## src/rtl/mem_port_arbiter_if.sv

```systemverilog
// mem_port_arbiter_if: bundle of the requester handshakes and memory-side bus
// seen by mem_port_arbiter.
//   fetch side : if_req/if_addr in, if_gnt/if_rvalid/if_rdata out
//   data side  : d_req/d_addr/d_wren/d_wdata/d_funct3 in, d_gnt/d_rvalid/d_rdata out
//   memory side: mem_address/mem_wren/mem_data_in/mem_funct3 out, mem_data_out in
//   status     : busy out
// The arbiter connects through the slave modport; the requesters and memory
// (or a testbench standing in for them) connect through the master modport.
interface mem_port_arbiter_if;
    logic        if_req;
    logic [31:0] if_addr;
    logic        if_gnt;
    logic        if_rvalid;
    logic [31:0] if_rdata;

    logic        d_req;
    logic [31:0] d_addr;
    logic        d_wren;
    logic [31:0] d_wdata;
    logic [2:0]  d_funct3;
    logic        d_gnt;
    logic        d_rvalid;
    logic [31:0] d_rdata;

    logic [31:0] mem_address;
    logic        mem_wren;
    logic [31:0] mem_data_in;
    logic [2:0]  mem_funct3;
    logic [31:0] mem_data_out;

    logic        busy;

    modport slave (
        input  if_req, if_addr, d_req, d_addr, d_wren, d_wdata, d_funct3, mem_data_out,
        output if_gnt, if_rvalid, if_rdata, d_gnt, d_rvalid, d_rdata,
               mem_address, mem_wren, mem_data_in, mem_funct3, busy
    );

    modport master (
        output if_req, if_addr, d_req, d_addr, d_wren, d_wdata, d_funct3, mem_data_out,
        input  if_gnt, if_rvalid, if_rdata, d_gnt, d_rvalid, d_rdata,
               mem_address, mem_wren, mem_data_in, mem_funct3, busy
    );
endinterface

```

## src/rtl/mem_port_arbiter.sv

```systemverilog
// mem_port_arbiter: shares one memory port between instruction fetch and
// load/store. One access at a time: grant in IDLE (combinational), hold the
// latched request on the memory bus for MEM_LATENCY cycles (WAIT), then a
// one-cycle response (RESP). Data has priority; after STARVE_LIMIT consecutive
// data grants with fetch waiting, fetch wins the next arbitration.
// Ports:
//   clk   - rising-edge clock
//   reset - asynchronous active-low reset
//   bus   - mem_port_arbiter_if.slave (requesters, memory, busy)
module mem_port_arbiter #(
    parameter int MEM_LATENCY  = 1,   // 1..7
    parameter int STARVE_LIMIT = 4    // 1..15
) (
    input  logic                clk,
    input  logic                reset,
    mem_port_arbiter_if.slave   bus
);
    typedef enum logic [1:0] {IDLE = 2'd0, WAIT = 2'd1, RESP = 2'd2} state_t;

    localparam logic [2:0] LAT_LAST = 3'(MEM_LATENCY - 1);
    localparam logic [3:0] STARVE_MAX = 4'(STARVE_LIMIT);

    state_t      state_q, state_d;
    logic        owner_q, owner_d;     // 1 = data, 0 = fetch
    logic [3:0]  starve_q, starve_d;
    logic [2:0]  lat_q, lat_d;
    logic [31:0] addr_q, addr_d;
    logic [31:0] wdata_q, wdata_d;
    logic [2:0]  funct3_q, funct3_d;
    logic        wren_q, wren_d;

    logic data_win, grant;

    // Data wins unless fetch has been passed over STARVE_LIMIT times in a row.
    assign data_win = bus.d_req && !(bus.if_req && starve_q == STARVE_MAX);
    // Gate with reset so no grant escapes while reset is held.
    assign grant    = reset && (state_q == IDLE) && (bus.if_req || bus.d_req);

    always_ff @(posedge clk or negedge reset) begin
        if (!reset) begin
            state_q  <= IDLE;
            owner_q  <= 1'b0;
            starve_q <= '0;
            lat_q    <= '0;
            addr_q   <= '0;
            wdata_q  <= '0;
            funct3_q <= 3'b010;
            wren_q   <= 1'b0;
        end else begin
            state_q  <= state_d;
            owner_q  <= owner_d;
            starve_q <= starve_d;
            lat_q    <= lat_d;
            addr_q   <= addr_d;
            wdata_q  <= wdata_d;
            funct3_q <= funct3_d;
            wren_q   <= wren_d;
        end
    end

    always_comb begin
        state_d  = state_q;
        owner_d  = owner_q;
        starve_d = starve_q;
        lat_d    = lat_q;
        addr_d   = addr_q;
        wdata_d  = wdata_q;
        funct3_d = funct3_q;
        wren_d   = wren_q;
        unique case (state_q)
            IDLE: begin
                if (grant) begin
                    state_d = WAIT;
                    lat_d   = '0;
                    owner_d = data_win;
                    if (data_win) begin
                        addr_d   = bus.d_addr;
                        wren_d   = bus.d_wren;
                        wdata_d  = bus.d_wdata;
                        funct3_d = bus.d_funct3;
                        // Only count passes while fetch is actually waiting.
                        if (!bus.if_req)
                            starve_d = '0;
                        else if (starve_q != STARVE_MAX)
                            starve_d = starve_q + 4'd1;
                    end else begin
                        addr_d   = bus.if_addr;
                        wren_d   = 1'b0;
                        wdata_d  = '0;
                        funct3_d = 3'b010;
                        starve_d = '0;
                    end
                end
            end
            WAIT: begin
                if (lat_q == LAT_LAST)
                    state_d = RESP;
                else
                    lat_d = lat_q + 3'd1;
            end
            RESP:    state_d = IDLE;
            default: state_d = IDLE;
        endcase
    end

    logic in_acc, resp;
    assign in_acc = (state_q != IDLE);
    assign resp   = (state_q == RESP);

    assign bus.if_gnt      = grant && !data_win;
    assign bus.d_gnt       = grant && data_win;
    assign bus.if_rvalid   = resp && !owner_q;
    assign bus.d_rvalid    = resp && owner_q;
    assign bus.if_rdata    = bus.if_rvalid ? bus.mem_data_out : 32'd0;
    assign bus.d_rdata     = (bus.d_rvalid && !wren_q) ? bus.mem_data_out : 32'd0;
    // Memory bus is parked at zero in IDLE; a store strobes wren only once.
    assign bus.mem_address = in_acc ? addr_q  : 32'd0;
    assign bus.mem_data_in = in_acc ? wdata_q : 32'd0;
    assign bus.mem_funct3  = in_acc ? funct3_q : 3'b010;
    assign bus.mem_wren    = (state_q == WAIT) && (lat_q == 3'd0) && wren_q;
    assign bus.busy        = in_acc;
endmodule
```

## src/flat_wrapper.sv

```systemverilog
// flat-port wrapper written by rule: the top's interface ports become plain ports
module mem_port_arbiter_flat 
#(
    parameter int MEM_LATENCY  = 1,          
    parameter int STARVE_LIMIT = 4            
)
  (clk, reset, bus_if_req, bus_if_addr, bus_d_req, bus_d_addr, bus_d_wren, bus_d_wdata, bus_d_funct3, bus_mem_data_out, bus_if_gnt, bus_if_rvalid, bus_if_rdata, bus_d_gnt, bus_d_rvalid, bus_d_rdata, bus_mem_address, bus_mem_wren, bus_mem_data_in, bus_mem_funct3, bus_busy);
  mem_port_arbiter_if bus_i ();
  input  logic clk;
  input  logic reset;
  input wire logic [$bits(bus_i.if_req)-1:0] bus_if_req;
  input wire logic [$bits(bus_i.if_addr)-1:0] bus_if_addr;
  input wire logic [$bits(bus_i.d_req)-1:0] bus_d_req;
  input wire logic [$bits(bus_i.d_addr)-1:0] bus_d_addr;
  input wire logic [$bits(bus_i.d_wren)-1:0] bus_d_wren;
  input wire logic [$bits(bus_i.d_wdata)-1:0] bus_d_wdata;
  input wire logic [$bits(bus_i.d_funct3)-1:0] bus_d_funct3;
  input wire logic [$bits(bus_i.mem_data_out)-1:0] bus_mem_data_out;
  output wire logic [$bits(bus_i.if_gnt)-1:0] bus_if_gnt;
  output wire logic [$bits(bus_i.if_rvalid)-1:0] bus_if_rvalid;
  output wire logic [$bits(bus_i.if_rdata)-1:0] bus_if_rdata;
  output wire logic [$bits(bus_i.d_gnt)-1:0] bus_d_gnt;
  output wire logic [$bits(bus_i.d_rvalid)-1:0] bus_d_rvalid;
  output wire logic [$bits(bus_i.d_rdata)-1:0] bus_d_rdata;
  output wire logic [$bits(bus_i.mem_address)-1:0] bus_mem_address;
  output wire logic [$bits(bus_i.mem_wren)-1:0] bus_mem_wren;
  output wire logic [$bits(bus_i.mem_data_in)-1:0] bus_mem_data_in;
  output wire logic [$bits(bus_i.mem_funct3)-1:0] bus_mem_funct3;
  output wire logic [$bits(bus_i.busy)-1:0] bus_busy;
  assign bus_i.if_req = bus_if_req;
  assign bus_i.if_addr = bus_if_addr;
  assign bus_i.d_req = bus_d_req;
  assign bus_i.d_addr = bus_d_addr;
  assign bus_i.d_wren = bus_d_wren;
  assign bus_i.d_wdata = bus_d_wdata;
  assign bus_i.d_funct3 = bus_d_funct3;
  assign bus_i.mem_data_out = bus_mem_data_out;
  assign bus_if_gnt = bus_i.if_gnt;
  assign bus_if_rvalid = bus_i.if_rvalid;
  assign bus_if_rdata = bus_i.if_rdata;
  assign bus_d_gnt = bus_i.d_gnt;
  assign bus_d_rvalid = bus_i.d_rvalid;
  assign bus_d_rdata = bus_i.d_rdata;
  assign bus_mem_address = bus_i.mem_address;
  assign bus_mem_wren = bus_i.mem_wren;
  assign bus_mem_data_in = bus_i.mem_data_in;
  assign bus_mem_funct3 = bus_i.mem_funct3;
  assign bus_busy = bus_i.busy;
  mem_port_arbiter #(.MEM_LATENCY(MEM_LATENCY), .STARVE_LIMIT(STARVE_LIMIT)) u_core (.clk(clk), .reset(reset), .bus(bus_i));
endmodule
```

## config.mk

```make
export PLATFORM = sky130hd
export DESIGN_NAME = mem_port_arbiter_flat
export DESIGN_NICKNAME = d
export VERILOG_FILES = /design/src/rtl/mem_port_arbiter_if.sv /design/src/rtl/mem_port_arbiter.sv /design/src/flat_wrapper.sv
export SDC_FILE = /design/constraint.sdc
export NUM_CORES = 1
export LEC_CHECK = 0
export CORE_MARGIN = 3
export CORE_UTILIZATION = 38
export DETAILED_ROUTE_END_ITERATION = 7
export PLACE_DENSITY = 0.8
export SLEW_MARGIN = 20
export SYNTH_ARGS = -nofsm -noshare
export SYNTH_HDL_FRONTEND = slang
export SYNTH_SLANG_ARGS = --single-unit
```

## constraint.sdc

```tcl
create_clock -name clk -period 1.7 [get_ports clk]
set_input_delay 0.34 -clock clk [delete_from_list [all_inputs] [get_ports clk]]
set_output_delay 0.34 -clock clk [all_outputs]
set_load 0.03 [all_outputs]
```

==> flow_summary.yaml, run 1 <==
outcome:
  status: "finished with violations"
  violations: "setup timing"
clock_network:
  cts_tree: "yes"
  cts_buffers: 9
  clk_pin_slew_ns: 0.06
  cts.sinks: 78
  hold_buffers: 0
  cts_buffer_depth: 2
  root_buffer: "clkbuf_16"
  clk-insertion-delay-late_ns: 0.32
  cts.htree.levels: 3
worst_setup_path:
  cp.arrival_ns: 1.79
  critPathKind: "register to output port"
  worst_setup_path_start_kind: "register"
  slowest_delay_ns: 0.41
  reg2reg_slack_ns: -0.03
  cpMostUsedCell: "buf_6"
  endpoint_kind: "output port"
  crit_required_ns: 1.36
  path_cells: "buf_6 > and3b_2 > nor2b_4 > buf_6 > and2_2 > buf_6"
  slowest_stage: "dfrtp_1"
  critPathMaxFanout: 10
power:
  power.internal_mw: 7.46
  leakage_nw: 3.75
  sequentialPowerShare_pct: 24.1
  power_mw: 13.4
  p_per_area_nw_per_um2: 1620
  ir_worst_vdd_v: 0.000864
  combPwrFrac_pct: 62.6
  switching_share_pct: 44.2
  clkPwrFrac_pct: 13.3
  p_sw_mw: 5.91
detailed_routing:
  firstDrtPassIters: 4
  postRouteAntennaNets: 0
  via_per_inst: 5.26
  num_vias: 4719
  first_iter_violations: 338
  avgRoutedWirePerCell_um: 18.7
  drc: 0
  routed_wl_mm: 16.8
floorplanning:
  io_pins: 273
  die-area_um2: 13400
  die_x_um: 116
  start_util_pct: 39.5
  die-height_um: 116
  num_rows: 39
  coreArea_um2: 11600
run:
  cap_violations: 0
place:
  postPlaceCellArea_um2: 7520
  hpwl_mm: 11.6
  dpl.cell_count: 873
  post-place-ws_ns: -0.260
  port-buffer-count: 272
  gp_congestion: 0.868
global_route:
  grt_antenna_before_repair: 0
  grt_use_total_pct: 22.9
  grt_overflow: 0
  grt_max_degree: 79
  grt_pass1_vias: 4691
  grt_pass1_wl_mm: 24.6
timing:
  fin_setup_tns_ns: -52.35
  relSlewSlack_pct: 34.0
  setup_slack_ns: -0.432
  fmax_ghz: 0.469
  worst_slew_pin_slew_ns: 0.989
  fin_crit_sh_pct: 125
  grt_setup_unrepaired: "yes"
  holdWs_ns: 0.315
  hold_viol: 0
  fin_worst_skew_ns: 0.00574
  fin_crit_ns: 2.13
  setup_viol: 165
  slew_viol_final: 0
synthesis:
  synthesis.nets: 608
  synth_area_per_cell_um2: 9.81
  ys_warn_count: 0
  ys_ff_latch: 78
  syn_inst: 468
  synthesis.area_um2: 4590
  synth_cell_type_count: 38
  synth_seq_area_share_pct: 42.5
finish:
  areaGrowthSynthToFinish_pct: 80.0
  nNetsFinal: 889
  post-route-util_pct: 71.2
  postLayoutCellArea_um2: 8270
  mostFrequentLayoutCells: "134 x clkdlybuf4s50_1, 77 x dfrtp_1, 73 x buf_6, 67 x and2_1, 53 x dlygate4sd2_1"
  drive_above_1_share_pct: 33.7
  stdcell_count: 897
  n_antenna_cell: 0
  final_common_cell: "clkdlybuf4s50_1"
hold_path:
  hold_path_class: "primary input to asynchronous set/reset pin"
worst paths after layout:
| path | endpoint | startpoint | cells after the start |
|---|---|---|---|
| max in group asynchronous | u_core.wdata_q[31] | reset | 2 |
| setup / recovery | bus_d_rdata[15] | u_core.state_q[0] | 6 |
| min in group clk | u_core.wdata_q[4] | u_core.wdata_q[4] | 1 |
| setup reg to reg | u_core.wdata_q[2] | u_core.state_q[0] | 5 |
| hold / removal | u_core.wren_q | reset | 2 |
| hold reg to reg | u_core.wdata_q[4] | u_core.wdata_q[4] | 1 |
registers in the layout (all words and copies together) (netlist names):
signal           flops
u_core.wdata_q      32
u_core.wren_q        1
u_core.lat_q         3
u_core.addr_q       32
u_core.state_q       2
u_core.owner_q       1
u_core.starve_q      4
u_core.funct3_q      3
worst max-delay path: cells and delay by family, from the launching register on:
| kind | cells | cell delay, ns |
|---|---|---|
| AND/OR/NAND/NOR | 3 | 0.63 |
| buffers and inverters | 3 | 0.43 |
| flip-flops | 1 | 0.41 |
cells by family (layout without fill, tap and decap cells):
group / after synthesis / in the layout / synth area share [%]
buffers and inverters: 54 / 340 / 6.35
adders and majority gates: 4 / 4 / 1.09
AOI/OAI and AO/OA: 143 / 143 / 24.1
DFF: 78 / 78 / 42.5
and+or+nand+nor: 187 / 187 / 25.5
muxes: 2 / 2 / 0.463
repair_timing:
item,in CTS,in global routing
endpoints found under the setup margin,194,174
gates resized for setup,120,87
pin swaps,2,26
gates cloned,1,5
setup buffers,0,3
synthesized netlist by cell type:
cell type	n	area share (%)
and3b_1	2	0.38
a21o_1	1	0.16
nor2_1	2	0.16
nand2_1	2	0.16
nand2b_1	2	0.27
nor3b_1	1	0.16
clkbuf_1	22	1.8
o21ai_0	32	3.5
mux2_2	1	0.25
buf_4	1	0.16
o21ai_1	2	0.22
dfrtp_1	77	42
nor2b_1	5	0.68
a31oi_1	2	0.27
nand4b_4	1	0.52
buf_6	9	2.2
and2_1	132	18
and4_1	1	0.19
and4b_1	1	0.22
o311ai_1	1	0.19
a2bb2oi_1	1	0.19
and4_4	1	0.25
a21oi_1	33	3.6
o211ai_1	1	0.16
inv_2	1	0.082
a31oi_2	30	8.2
nor4b_4	1	0.52
dfstp_2	1	0.57
a22o_1	38	7.2
buf_2	14	1.5
ha_1	4	1.1
nand2_2	1	0.14
a221o_1	1	0.22
mux2i_1	1	0.22
o21a_1	1	0.16
and3_1	1	0.14
nand3_1	34	3.7
inv_1	7	0.57
layout make-up:
class,count,area (um^2)
Clock buffer,9,225
Clock inverter,7,57.6
Fill cell,858,3350
Inverter,8,30.0
Multi-Input combinational cell,336,2530
Sequential cell,78,1950
Tap cell,143,179
Timing Repair Buffer,316,3290
power groups by stage:
| stage | registers, mW | logic [mW] | clock network [mW] |
|---|---|---|---|
| detailed placement | 3.21 | 8.19 | 0 |
| CTS | 3.19 | 7.87 | 1.83 |
| global route | 3.34 | 8.93 | 1.91 |
| floorplan | 3.07 | 5.03 | 0 |
| global placement | 3.18 | 8.05 | 0 |
| finish | 3.22 | 8.38 | 1.78 |
metal layers:
metal	wire length [um]	global-route usage [%]	vias up
met5	0	0	-
met4	353	5.72	0
met3	1140	5.33	32
met2	8490	39.7	186
met1	6830	29.0	2296
li1	-	-	2205
(Power assumes the default switching activity.)
==> run 2, diff against run 1 <==
--- a/config.mk
+++ b/config.mk
@@ -5,10 +5,13 @@
 export SDC_FILE = /design/constraint.sdc
 export NUM_CORES = 1
 export LEC_CHECK = 0
+export CELL_PAD_IN_SITES_DETAIL_PLACEMENT = 1
+export CELL_PAD_IN_SITES_GLOBAL_PLACEMENT = 1
 export CORE_MARGIN = 3
-export CORE_UTILIZATION = 38
+export CORE_UTILIZATION = 28
+export CTS_BUF_LIST = sky130_fd_sc_hd__clkbuf_2 sky130_fd_sc_hd__clkbuf_4 sky130_fd_sc_hd__clkbuf_8
 export DETAILED_ROUTE_END_ITERATION = 7
-export PLACE_DENSITY = 0.8
+export PLACE_DENSITY = 0.83
 export SLEW_MARGIN = 20
 export SYNTH_ARGS = -nofsm -noshare
 export SYNTH_HDL_FRONTEND = slang
==> run 2 against run 1 <==
Effect of this change:
- the flow still finishes with violations (setup timing)
- via count grew 2.7%
- global-route usage shrank 2.1 points
- setup slack gained 0.038 ns
- final cell count grew 9.0%
- clock skew grew 0.0087 ns
- utilization shrank 19 points
- maximum frequency grew 1.8%
- critical path depth is the same
- non-clock buffer count grew 8
==> flow_summary.yaml, run 2 (synthesized netlist as in run 1, its figures left out) <==
clock_network:
  root_buffer: "clkbuf_8"
  cts.sinks: 78
  cts.htree.levels: 3
  cts_tree: "yes"
  cts_buffer_depth: 2
  hold_buffers: 0
  cts_buffers: 9
  clk-insertion-delay-late_ns: 0.37
  clk_pin_slew_ns: 0.09
power:
  p_sw_mw: 6.34
  combPwrFrac_pct: 66.5
  ir_worst_vdd_v: 0.000890
  switching_share_pct: 44.8
  power.internal_mw: 7.81
  leakage_nw: 3.73
  sequentialPowerShare_pct: 23.1
  clkPwrFrac_pct: 10.3
  p_per_area_nw_per_um2: 1690
worst_setup_path:
  cp_top_family: "simple AND/OR/NAND/NOR gates"
  startpoint: "u_core.state_q[0]"
  worst_setup_path_start_kind: "register"
  crit_required_ns: 1.36
  cp.arrival_ns: 1.75
  critPathCapture: "bus_d_rdata[6]"
  path_cells: "and3b_2 > nor2b_4 > buf_12 > clkbuf_16 > and2_4 > buf_6"
  cp_num_buf_inv: 3
  reg2reg_depth: 7
  slowest_delay_ns: 0.40
  r2r-start: "u_core.starve_q[0]"
  critPathKind: "register to output port"
  slowest_stage: "dfrtp_1"
  reg2reg_slack_ns: 0.06
  r2r_end: "u_core.funct3_q[2]"
  endpoint_kind: "output port"
  critPathMaxFanout: 8
  cp.depth: 6
finish:
  areaGrowthSynthToFinish_pct: 82.9
  nNetsFinal: 897
  reg.largest.list: "u_core.addr_q x32, u_core.wdata_q x32, u_core.starve_q x4"
  drive_above_1_share_pct: 41.6
  mostFrequentLayoutCells: "134 x clkdlybuf4s50_1, 89 x buf_6, 82 x buf_4, 77 x dfrtp_1, 66 x and2_1"
  n_antenna_cell: 0
  fill_cells: 1756
  final_common_cell: "clkdlybuf4s50_1"
outcome:
  status: "finished with violations"
  violations: "setup timing"
detailed_routing:
  routed_wl_mm: 20.3
  num_vias: 4846
  drc: 0
  avgRoutedWirePerCell_um: 20.7
  first_iter_violations: 187
  firstDrtPassIters: 4
  via_per_inst: 4.96
  postRouteAntennaNets: 0
timing:
  setup_slack_ns: -0.394
  fmax_ghz: 0.478
  fin_crit_ns: 2.09
  relSlewSlack_pct: 59.9
  grt_setup_unrepaired: "yes"
  slew_viol_final: 0
  worst_slew_pin_slew_ns: 0.601
  fin_crit_sh_pct: 123
  setup_viol: 137
  fin_worst_skew_ns: 0.0145
  fin_setup_tns_ns: -46.04
  hold_viol: 0
global_route:
  grt_overflow: 0
  grt_max_degree: 46
  grt_pass1_wl_mm: 29.8
  grt_pass1_vias: 5256
  grt_antenna_before_repair: 0
  grt_use_total_pct: 20.8
floorplanning:
  die-height_um: 134
  die_x_um: 134
  die-area_um2: 18000
  num_rows: 46
  start_util_pct: 28.8
  coreArea_um2: 15900
  io_pins: 273
place:
  gp_congestion: 0.823
  port-buffer-count: 272
  hpwl_mm: 13.7
  post-place-ws_ns: -0.296
hold_path:
  hold_path_class: "primary input to asynchronous set/reset pin"
run:
  cap_violations: 0
run 2: timing repair:
action | 4_1_cts | 5_1_grt
setup buffers | 13 | 2
resized for setup | 116 | 46
gates cloned | 4 | 3
endpoints found under the setup margin | 150 | 178
pin swaps | 8 | 16
run 2: per-stage QoR:
stage	instance area [um^2]	total power, mW	cells	hold WS, ns	utilization [%]
after floorplan	4670	8.10	468	0.0444	-
after global placement	7390	10.9	941	0.445	46.4
after detailed placement	7390	11.2	941	0.470	46.4
after CTS	8190	13.9	974	0.0566	51.4
after global routing	8400	14.9	978	0.0775	52.7
final	8400	14.2	978	0.0636	52.7
run 2: worst min-delay path by stage:
stage,slack [ns],cells past startpoint,endpoint,startpoint
global route,0.08,2,u_core.wdata_q[27],reset
finish,0.06,2,u_core.wdata_q[27],reset
global placement,0.45,2,u_core.wdata_q[21],reset
CTS,0.06,2,u_core.wdata_q[28],reset
floorplan,0.04,0,u_core.addr_q[0],reset
detailed placement,0.47,2,u_core.wdata_q[28],reset
run 2: worst reg2reg max path, stage by stage, from the launching register on:
cell	delay, ns
dfrtp_1	0.40
inv_2	0.11
ha_4	0.17
nand4b_4	0.13
and4_4	0.25
buf_6	0.13
clkbuf_16	0.16
a22o_1	0.19
run 2: layer usage:
layer | track usage [%] | wire length (um) | up-vias
met1 | 24.8 | 8010 | 2404
li1 | - | - | 2225
met4 | 5.54 | 370 | 0
met5 | 0 | 0 | -
met3 | 4.76 | 1240 | 28
met2 | 37.8 | 10700 | 189
run 2: power by group through the flow:
stage | Combinational [mW] | Clock, mW | Sequential, mW
after floorplan | 5.03 | 0 | 3.07
after global placement | 7.74 | 0 | 3.20
after detailed placement | 7.98 | 0 | 3.26
after CTS | 9.18 | 1.50 | 3.23
after global routing | 9.92 | 1.59 | 3.38
final | 9.42 | 1.46 | 3.28
run 2: area by class of cell:
cell class | instances | area [um^2] | area share [%]
clock buffers | 10 | 131 | 1.56
flip-flops and latches | 78 | 1950 | 23.3
inverters | 8 | 32.5 | 0.387
clock inverters | 6 | 70.1 | 0.834
well taps | 216 | 270 | 3.22
repair buffers | 324 | 3370 | 40.2
multi-input cells | 336 | 2570 | 30.6
==> run 3, diff against run 2 <==
--- a/config.mk
+++ b/config.mk
@@ -5,13 +5,15 @@
 export SDC_FILE = /design/constraint.sdc
 export NUM_CORES = 1
 export LEC_CHECK = 0
+export ABC_AREA = 1
+export CAP_MARGIN = 25
 export CELL_PAD_IN_SITES_DETAIL_PLACEMENT = 1
 export CELL_PAD_IN_SITES_GLOBAL_PLACEMENT = 1
 export CORE_MARGIN = 3
-export CORE_UTILIZATION = 28
+export CORE_UTILIZATION = 25
 export CTS_BUF_LIST = sky130_fd_sc_hd__clkbuf_2 sky130_fd_sc_hd__clkbuf_4 sky130_fd_sc_hd__clkbuf_8
 export DETAILED_ROUTE_END_ITERATION = 7
-export PLACE_DENSITY = 0.83
+export PLACE_DENSITY = 0.82
 export SLEW_MARGIN = 20
 export SYNTH_ARGS = -nofsm -noshare
 export SYNTH_HDL_FRONTEND = slang
==> run 3 against run 2 <==
Effect of this change:
- the flow still finishes with violations (setup timing)
- via count is 19% higher
- sequential cell count stayed put
- count of clock-buffer cells in the layout is 1 higher
- design area is 25% higher
- first-iteration DRC count is 6.4% higher
- combinational power is 53% lower
- maximum frequency is 4.1% lower
- setup slack worse by 0.089 ns
- clock power is 10% higher
- largest cell class unchanged
==> flow_summary.yaml, run 3 <==
global_route:
  grt_max_degree: 41
  grt_pass1_vias: 6498
  grt_overflow: 0
  grt_pass1_wl_mm: 38.7
  grt_antenna_before_repair: 1
  grt_use_total_pct: 25.9
synthesis:
  synth_common_cells: "160 x nand2_1, 137 x nor2_1, 113 x inv_1"
  ys_warn_count: 0
  syn_inst: 649
  synth_seq_area_share_pct: 44.8
  ys_ff_latch: 78
  synth_top_area_share_pct: 44.2
  yosys.area.top_type: "dfrtp_1"
  synth_cell_type_count: 23
  synthesis.area_um2: 4360
  synthMostInstantiatedCell: "nand2_1"
  synthArstFlopShare_pct: 100
  synth_area_per_cell_um2: 6.71
  yosys-top-cells-area: "dfrtp_1 44%, nand2_1 14%, nor2_1 12%"
  synth-edff-count: 0
  synthFlopType: "dfrtp_1"
  synthesis.nets: 789
timing:
  fin_crit_ns: 2.18
  fin_worst_skew_ns: 0.0244
  setup_viol: 210
  setup_slack_ns: -0.483
  relSlewSlack_pct: 62.2
  slew_viol_final: 0
  fin_crit_sh_pct: 128
  hold_viol: 0
  fmax_ghz: 0.458
  worst_slew_pin_slew_ns: 0.568
  grt_setup_unrepaired: "yes"
hold_path:
  hold_path_class: "primary input to asynchronous set/reset pin"
detailed_routing:
  first_iter_violations: 199
  routed_wl_mm: 26.8
  avgRoutedWirePerCell_um: 21.9
  drc: 0
  firstDrtPassIters: 4
  postRouteAntennaNets: 0
  via_per_inst: 4.72
  num_vias: 5763
outcome:
  violations: "setup timing"
  status: "finished with violations"
worst_setup_path:
  cp_num_buf_inv: 4
  slowest_stage: "dfrtp_2"
  critPathKind: "register to output port"
  endpoint_kind: "output port"
  reg2reg_slack_ns: -0.22
  crit_required_ns: 1.36
  reg2reg_depth: 13
  r2r-start: "u_core.state_q[1]"
  cpMostUsedCell: "buf_6"
  cp.arrival_ns: 1.84
  cp_top_family: "buffers and inverters"
  critPathMaxFanout: 8
  path_cells: "buf_6 > nor3_4 > inv_4 > buf_16 > nor2_4 > buf_6"
  r2r_end: "u_core.starve_q[1]"
  worst_setup_path_start_kind: "register"
  slowest_delay_ns: 0.44
floorplanning:
  die_x_um: 138
  io_pins: 273
  die-area_um2: 19000
  die-height_um: 138
  start_util_pct: 25.9
  coreArea_um2: 16800
  num_rows: 47
power:
  power.internal_mw: 5.13
  sequentialPowerShare_pct: 28.8
  p_sw_mw: 3.37
  p_per_area_nw_per_um2: 807
  leakage_nw: 4.85
  ir_worst_vdd_v: 0.000408
  clkPwrFrac_pct: 18.9
  switching_share_pct: 39.6
  combPwrFrac_pct: 52.3
finish:
  post-route-util_pct: 62.6
  nNetsFinal: 1135
  final_common_cell: "nand2_1"
  areaGrowthSynthToFinish_pct: 142
  reg.largest.list: "u_core.addr_q x32, u_core.wdata_q x32, u_core.starve_q x4"
  fill_cells: 1780
  drive_above_1_share_pct: 47.1
  mostFrequentLayoutCells: "156 x nand2_1, 148 x buf_6, 134 x clkdlybuf4s50_1, 111 x inv_1, 99 x nor2_4"
clock_network:
  cts.sinks: 78
  cts.htree.levels: 3
  hold_buffers: 0
  cts_tree: "yes"
  clk-insertion-delay-late_ns: 0.39
  cts_buffer_depth: 2
  cts_buffers: 9
  root_buffer: "clkbuf_8"
  clk_pin_slew_ns: 0.11
place:
  post-place-ws_ns: -0.219
  gp_congestion: 0.870
  port-buffer-count: 272
  hpwl_mm: 13.7
run:
  cap_violations: 0
run 3: power by group through the flow:
| stage | sequential, mW | combinational (mW) | clock [mW] |
|---|---|---|---|
| floorplan | 2.40 | 1.62 | 0 |
| CTS | 2.41 | 4.09 | 1.61 |
| global route | 2.48 | 4.69 | 1.72 |
| finish | 2.45 | 4.45 | 1.61 |
| detailed placement | 2.44 | 2.80 | 0 |
| global placement | 2.42 | 2.75 | 0 |
run 3: layer usage:
metal / routed length [um] / vias up / GRT usage (%)
met3: 1540 / 56 / 6.98
met4: 980 / 0 / 9.57
li1: - / 2642 / -
met2: 14100 / 247 / 46.6
met1: 10200 / 2818 / 29.4
met5: 0 / - / 0
run 3: area by class of cell:
class                           count  area, um^2  area share (%)
Timing Repair Buffer              372        4430            42.1
Multi-Input combinational cell    421        3230            30.7
Sequential cell                    78        1950            18.6
Inverter                          113         427            4.05
Tap cell                          220         275            2.61
Clock buffer                       11         139            1.32
Clock inverter                      5        75.1           0.713
Antenna cell                        1        2.50          0.0238
run 3: worst max path at each step:
| stage | start | end | slack (ns) | cells after the start |
|---|---|---|---|---|
| floorplan | u_core.owner_q | bus_d_rdata[10] | -0.06 | 5 |
| global placement | u_core.state_q[0] | bus_mem_address[17] | -0.18 | 4 |
| detailed placement | bus_if_req | u_core.wdata_q[30] | -0.22 | 8 |
| CTS | u_core.state_q[0] | bus_d_rdata[21] | -0.46 | 6 |
| global route | u_core.state_q[0] | bus_if_rdata[2] | -0.56 | 6 |
| finish | u_core.state_q[0] | bus_if_rdata[16] | -0.48 | 6 |
run 3: cell families (layout without fill, tap and decap cells):
family                     Yosys count  after routing  synth area share (%)
AOI/OAI and AO/OA                    7              7                 0.976
xor gates and xnor gates             2              2                 0.402
adders and majority gates            4              4                  1.15
buffers and inverters              150            501                  13.8
DFF                                 78             78                  44.8
other                                0              1                     0
and+or+nand+nor                    408            408                  38.9
run 3: through the flow:
step / hold WS [ns] / area, um^2 / power (mW) / setup TNS (ns) / std cells
after global placement: 0.459 / 7810 / 5.17 / -16.64 / 1132
final: 0.115 / 10500 / 8.50 / -58.33 / 1221
after global routing: 0.145 / 10500 / 8.89 / -75.16 / 1221
after CTS: 0.119 / 10000 / 8.11 / -49.26 / 1218
after detailed placement: 0.457 / 7810 / 5.24 / -24.10 / 1132
after floorplan: 0.0444 / 4970 / 4.02 / -2.22 / 649
run 3: repair_timing:
action | in CTS | in global routing
setup endpoints to repair | 210 | 213
buffers inserted | 48 | 15
pin swaps | 31 | 36
resized for setup | 663 | 134
endpoints found under the hold margin | 0 | 0
cloned | 23 | 2
